File: src/rtl/if_queue_pkg.sv
// Shared definitions for the instruction queue between fetch and decode.
// Holds the datapath width, the NOP encoding shown when the queue is empty,
// and the packed {inst, pc} entry type stored in the queue.
package if_queue_pkg;

  localparam int XLEN_WIDTH = 32;

  // addi x0, x0, 0 -- presented to decode whenever nothing valid is queued
  localparam logic [XLEN_WIDTH-1:0] INST_NOP = 32'h0000_0013;

  typedef struct packed {
    logic [XLEN_WIDTH-1:0] inst;
    logic [XLEN_WIDTH-1:0] pc;
  } entry_t;

endpackage

File: src/rtl/if_queue.sv
// Purpose: first-word-fall-through queue of {inst, pc} pairs from fetch to decode.
// Latency: a pushed entry reaches out_* one cycle after its push edge; no same-cycle bypass.
// Backpressure: in_ready = not full (registered state only); a pop never frees a slot in the same cycle.
//
// Ports:
//   clk, rst (async, active-low)
//   in_valid/in_ready/in_inst/in_pc    : fetch side handshake and payload
//   flush                              : redirect, empties the queue, beats push and pop
//   out_valid/out_ready/out_inst/out_pc: decode side handshake and head payload
//   count                              : occupancy 0..DEPTH
module if_queue
  import if_queue_pkg::*;
#(
  parameter int DEPTH = 4
) (
  input  logic                    clk,
  input  logic                    rst,
  input  logic                    in_valid,
  output logic                    in_ready,
  input  logic [XLEN_WIDTH-1:0]   in_inst,
  input  logic [XLEN_WIDTH-1:0]   in_pc,
  input  logic                    flush,
  output logic                    out_valid,
  input  logic                    out_ready,
  output logic [XLEN_WIDTH-1:0]   out_inst,
  output logic [XLEN_WIDTH-1:0]   out_pc,
  output logic [$clog2(DEPTH):0]  count
);

  localparam int PW = $clog2(DEPTH);
  localparam int CW = PW + 1;

  if (DEPTH < 2 || DEPTH > 16 || (DEPTH & (DEPTH - 1)) != 0) begin : g_bad_depth
    $error("if_queue: DEPTH must be a power of two between 2 and 16");
  end

  entry_t        mem [DEPTH];
  logic [PW-1:0] rd_ptr;
  logic [PW-1:0] wr_ptr;
  logic          push;
  logic          pop;

  // Full/empty come straight from the occupancy register, so the ready
  // path back to fetch never sees out_ready.
  assign in_ready  = (count != CW'(DEPTH));
  assign out_valid = (count != '0);

  assign push = in_valid && in_ready && !flush;
  assign pop  = out_valid && out_ready && !flush;

  always_comb begin
    out_inst = INST_NOP;
    out_pc   = '0;
    if (out_valid) begin
      out_inst = mem[rd_ptr].inst;
      out_pc   = mem[rd_ptr].pc;
    end
  end

  // Pointers wrap naturally: DEPTH is a power of two and they are PW bits wide.
  always_ff @(posedge clk or negedge rst) begin
    if (!rst) begin
      rd_ptr <= '0;
      wr_ptr <= '0;
      count  <= '0;
    end else if (flush) begin
      rd_ptr <= '0;
      wr_ptr <= '0;
      count  <= '0;
    end else begin
      if (push) wr_ptr <= wr_ptr + 1'b1;
      if (pop)  rd_ptr <= rd_ptr + 1'b1;
      if (push && !pop)      count <= count + 1'b1;
      else if (pop && !push) count <= count - 1'b1;
    end
  end

  // Storage needs no reset: every read is qualified by count.
  always_ff @(posedge clk) begin
    if (push) mem[wr_ptr] <= '{inst: in_inst, pc: in_pc};
  end

endmodule

File: config.mk
export PLATFORM = sky130hd
export DESIGN_NAME = if_queue
export DESIGN_NICKNAME = d
export VERILOG_FILES = /design/src/rtl/if_queue_pkg.sv /design/src/rtl/if_queue.sv
export SDC_FILE = /design/constraint.sdc
export NUM_CORES = 1
export LEC_CHECK = 0
export CAP_MARGIN = 20
export CORE_ASPECT_RATIO = 0.75
export CORE_MARGIN = 5
export CORE_UTILIZATION = 49
export DETAILED_ROUTE_END_ITERATION = 10
export PLACE_DENSITY = 0.85
export SLEW_MARGIN = 5
export SYNTH_ARGS = -nofsm -noshare
export SYNTH_HDL_FRONTEND = slang
export SYNTH_SLANG_ARGS = --single-unit
File: constraint.sdc
create_clock -name clk -period 3 [get_ports clk]
set_input_delay 0.3 -clock clk [delete_from_list [all_inputs] [get_ports clk]]
set_output_delay 0.3 -clock clk [all_outputs]
set_load 0.05 [all_outputs]
==> results <==
- The run finished with clean final reports.
- In this run, distinct cell masters in the synthesized netlist total 33.
- In the final timing run, aggregate negative setup slack is 0 ns.
- The element type at the critical path end is an output pin.
- The smallest clock period supported by the final layout is computed as 2.89 ns.
- The cell count after synthesis came out at 467.
- The first-pass iteration count of the detailed router is 5.
- The synthesized design spends more area on one cell type than any other, namely edfxtp_1.
- In the final routed layout, each cell accounts on average for 21.5 um.
- The first-pass GRT wire length is 30800 um.
- During synthesis, Yosys emitted a total of 0 warnings.
- The floorplan step defined a die boundary enclosing 0.0239 mm2.
- The critical register-to-register path startpoint is count[0].
- The maximum number of pins on one net before global-route repair is 66.
- The total of flip-flops plus latches after synthesis is 263.
- The sequential-to-total area share from yosys stat is 76.9%.
- The total instance count after detailed placement is 874.
- The worst path uses 96.3% of the clock period.
- The final instance area is 0.0127 mm2.
- The total wire length is 19800 um.
- The first routing iteration left 362 violations.
- The total number of nets in the final design is 694.
- The total DRC errors in the routed layout is 0.
- The initial cell density of the core is 50.1%.
- The die is 135 um tall.
- Setup repair after global routing left no endpoint under its margin.
- The startpoint class of the critical path is a flop.
- In this run, CTS created clock tree buffers numbering 25.
- The area of the core region is 0.0204 mm2.
- The worst-case IR drop observed on VDD is 0.719 mV.
- The tightest min-delay check is of the in2async type.
- Setup violations remaining at the end of the flow were counted as 0.
- The number of nets produced by synthesis is 541.
- Power spread over the standard cell area amounts to 931 mW/mm2.
- The detailed-placement wirelength estimate is 11900 um.
- The standard cell area after detailed placement is 0.0119 mm2.
- The repair_antennas step left the layout with diodes totalling 0.
- The buffer cell driving the clock tree root is clkbuf_16.
- Across the routed clock network, the largest skew measured is 0.00663 ns.
- After synthesis the cells add up to 0.0102 mm2.
- The die is 177 um wide.
- Port buffering added 137 buffers.
- Data arrives at the worst endpoint at 2.59 ns.
- Once detail routing completed, the nets flagged for antenna violations numbered 0.
- The top cell types in the final layout, fill and taps aside, are edfxtp_1, clkdlybuf4s50_1, mux4_2, nor2b_1, buf_4.
- The total overflow left after global routing is 0.
- In this run the deepest clock path goes through 3 buffers.
- The worst setup path is of the reg2out kind.
- The number of antenna violations at the first check in global routing came to 1.
- Headroom to the max-slew limit came out at 63.1%.
- At the pin with the least slew margin, the transition time is 0.549 ns.
- The number of max-cap violations is 0.
- At the end of routability-driven placement, the weighted congestion stood at 0.768.
- In this run the number of H-tree levels came out at 1.
- The number of cell instances on the worst register-to-register path is 6.
- Counting every sink on the clock net gives 263.
- By area the synthesized netlist is led by edfxtp_1, mux4_2, nor2b_1.
- The total count of hold-check failures in the final report is 0.
- Once layout is complete, the cells apart from fillers number 918.
- TritonCTS built the clock tree.
- Using the TritonRoute via totals, the vias-per-cell ratio works out to 5.40.
- The required time at the endpoint of the critical path is 2.70 ns.
- In this run the worst setup path begins at rd_ptr[0].
- After clock tree synthesis, the clock-pin slew on the worst setup and hold paths is 0.06 ns.
- The final count of pins violating max slew is 0.
- The portion of synthesized cell area occupied by the leading cell type is 75.2%.
- The post-route netlist has 24.7% of its cells at a drive strength greater than 1.
- The routed layout has 4954 vias.
- The top-level port count is 138.
- The maximum operating frequency is 0.346 GHz.
- The via count of the first global-routing pass was 5264.
- The largest fanout on the critical path is 12.
- The leading cell type in the layout, fill and taps excluded is edfxtp_1.
- A synthesized cell averages 21.9 um2.
- The analysis attributes to cell leakage a power of 4.19 nW.
- The area added between synthesis and finish is 24.4%.
- The placement row count is 45.
- For this run, the total global-route usage over all layers was measured as 16.7%.
- The later-pin clock latency in the skew report is 0.51 ns.
[critical path, cell delays in order, from the launching register on]
cell and delay [ns]:
dfrtp_4 0.60, mux4_2 0.37, nor2b_1 0.24, clkdlybuf4s50_1 0.87
[logic make-up (layout without fill, tap and decap cells)]
family | Yosys count | after routing | synth area share [%]
flops | 263 | 263 | 76.9
simple gates | 83 | 83 | 4.92
mux | 67 | 67 | 14.4
buf+inv | 33 | 202 | 1.82
compound gates | 14 | 14 | 1.03
fa+ha+maj | 5 | 5 | 0.686
xor+xnor | 2 | 2 | 0.171
[state kept, by name (all words and copies together) (netlist names)]
register  cells
count         3
wr_ptr        2
mem         256
rd_ptr        2
[area by class of cell]
cell class                 instances  area [um2]
clock inverter                    14         128
tap                              282         353
sequential                       263        7870
clock buffer                      29         641
multi-input combinational        171        2190
inverter                           8        30.0
timing repair buffer             151        1500
fill                            1420        7670
[worst paths after layout]
path / slack, ns / end
min in group clk: 0.42 / mem[1][53]
max reg2reg: 0.47 / count[2]
max in group asynchronous: 2.65 / rd_ptr[1]
min reg2reg: 0.60 / wr_ptr[0]
max: 0.11 / out_inst[31]
min: 0.07 / count[1]
[cells in the mapped netlist (all sizes together)]
master / number
nor2: 8
fa: 1
o311ai: 1
a31o: 1
dfrtp: 7
and2: 5
o21a: 2
a211oi: 1
ha: 4
nand3: 2
nand3b: 1
o311a: 1
nor3b: 1
o31ai: 2
edfxtp: 256
mux4: 64
mux2i: 1
and2b: 1
clkbuf: 7
buf: 18
inv: 8
nor2b: 60
mux2: 2
or2: 3
xor2: 2
o21ai: 3
a221oi: 1
a21oi: 2
nor3: 2
[per-layer routing]
metal	track usage [%]	part of all wire (%)
met1	23.1	42
met2	27.5	49
met3	4.31	7.8
met4	3.39	1.6
met5	0	0.066
[report_power, final]
part	internal, W	switching (W)	leakage (nW)
Clock	0.00170	0.00125	0.374
Combinational	0.00160	0.00289	1.40
Sequential	0.00424	0.000147	2.41
[per-stage QoR]
step	worst slack (ns)	util, %	total power, W	hold WS, ns
floorplan	0.487	-	0.00766	0.00441
global placement	0.415	58.5	0.00900	0.574
detailed placement	0.371	58.5	0.00907	0.585
CTS	0.000329	62.3	0.0120	0.0555
global route	0.00955	62.3	0.0123	0.0762
finish	0.110	62.3	0.0118	0.0677
[repair_timing]
item / 4_1_cts / 5_1_grt
hold buffers: 0 / 0
buffers inserted: 1 / 0
gates resized for setup: 20 / 3
setup endpoints to repair: 50 / 3
No activity file was read; power rests on OpenSTA's default activity.
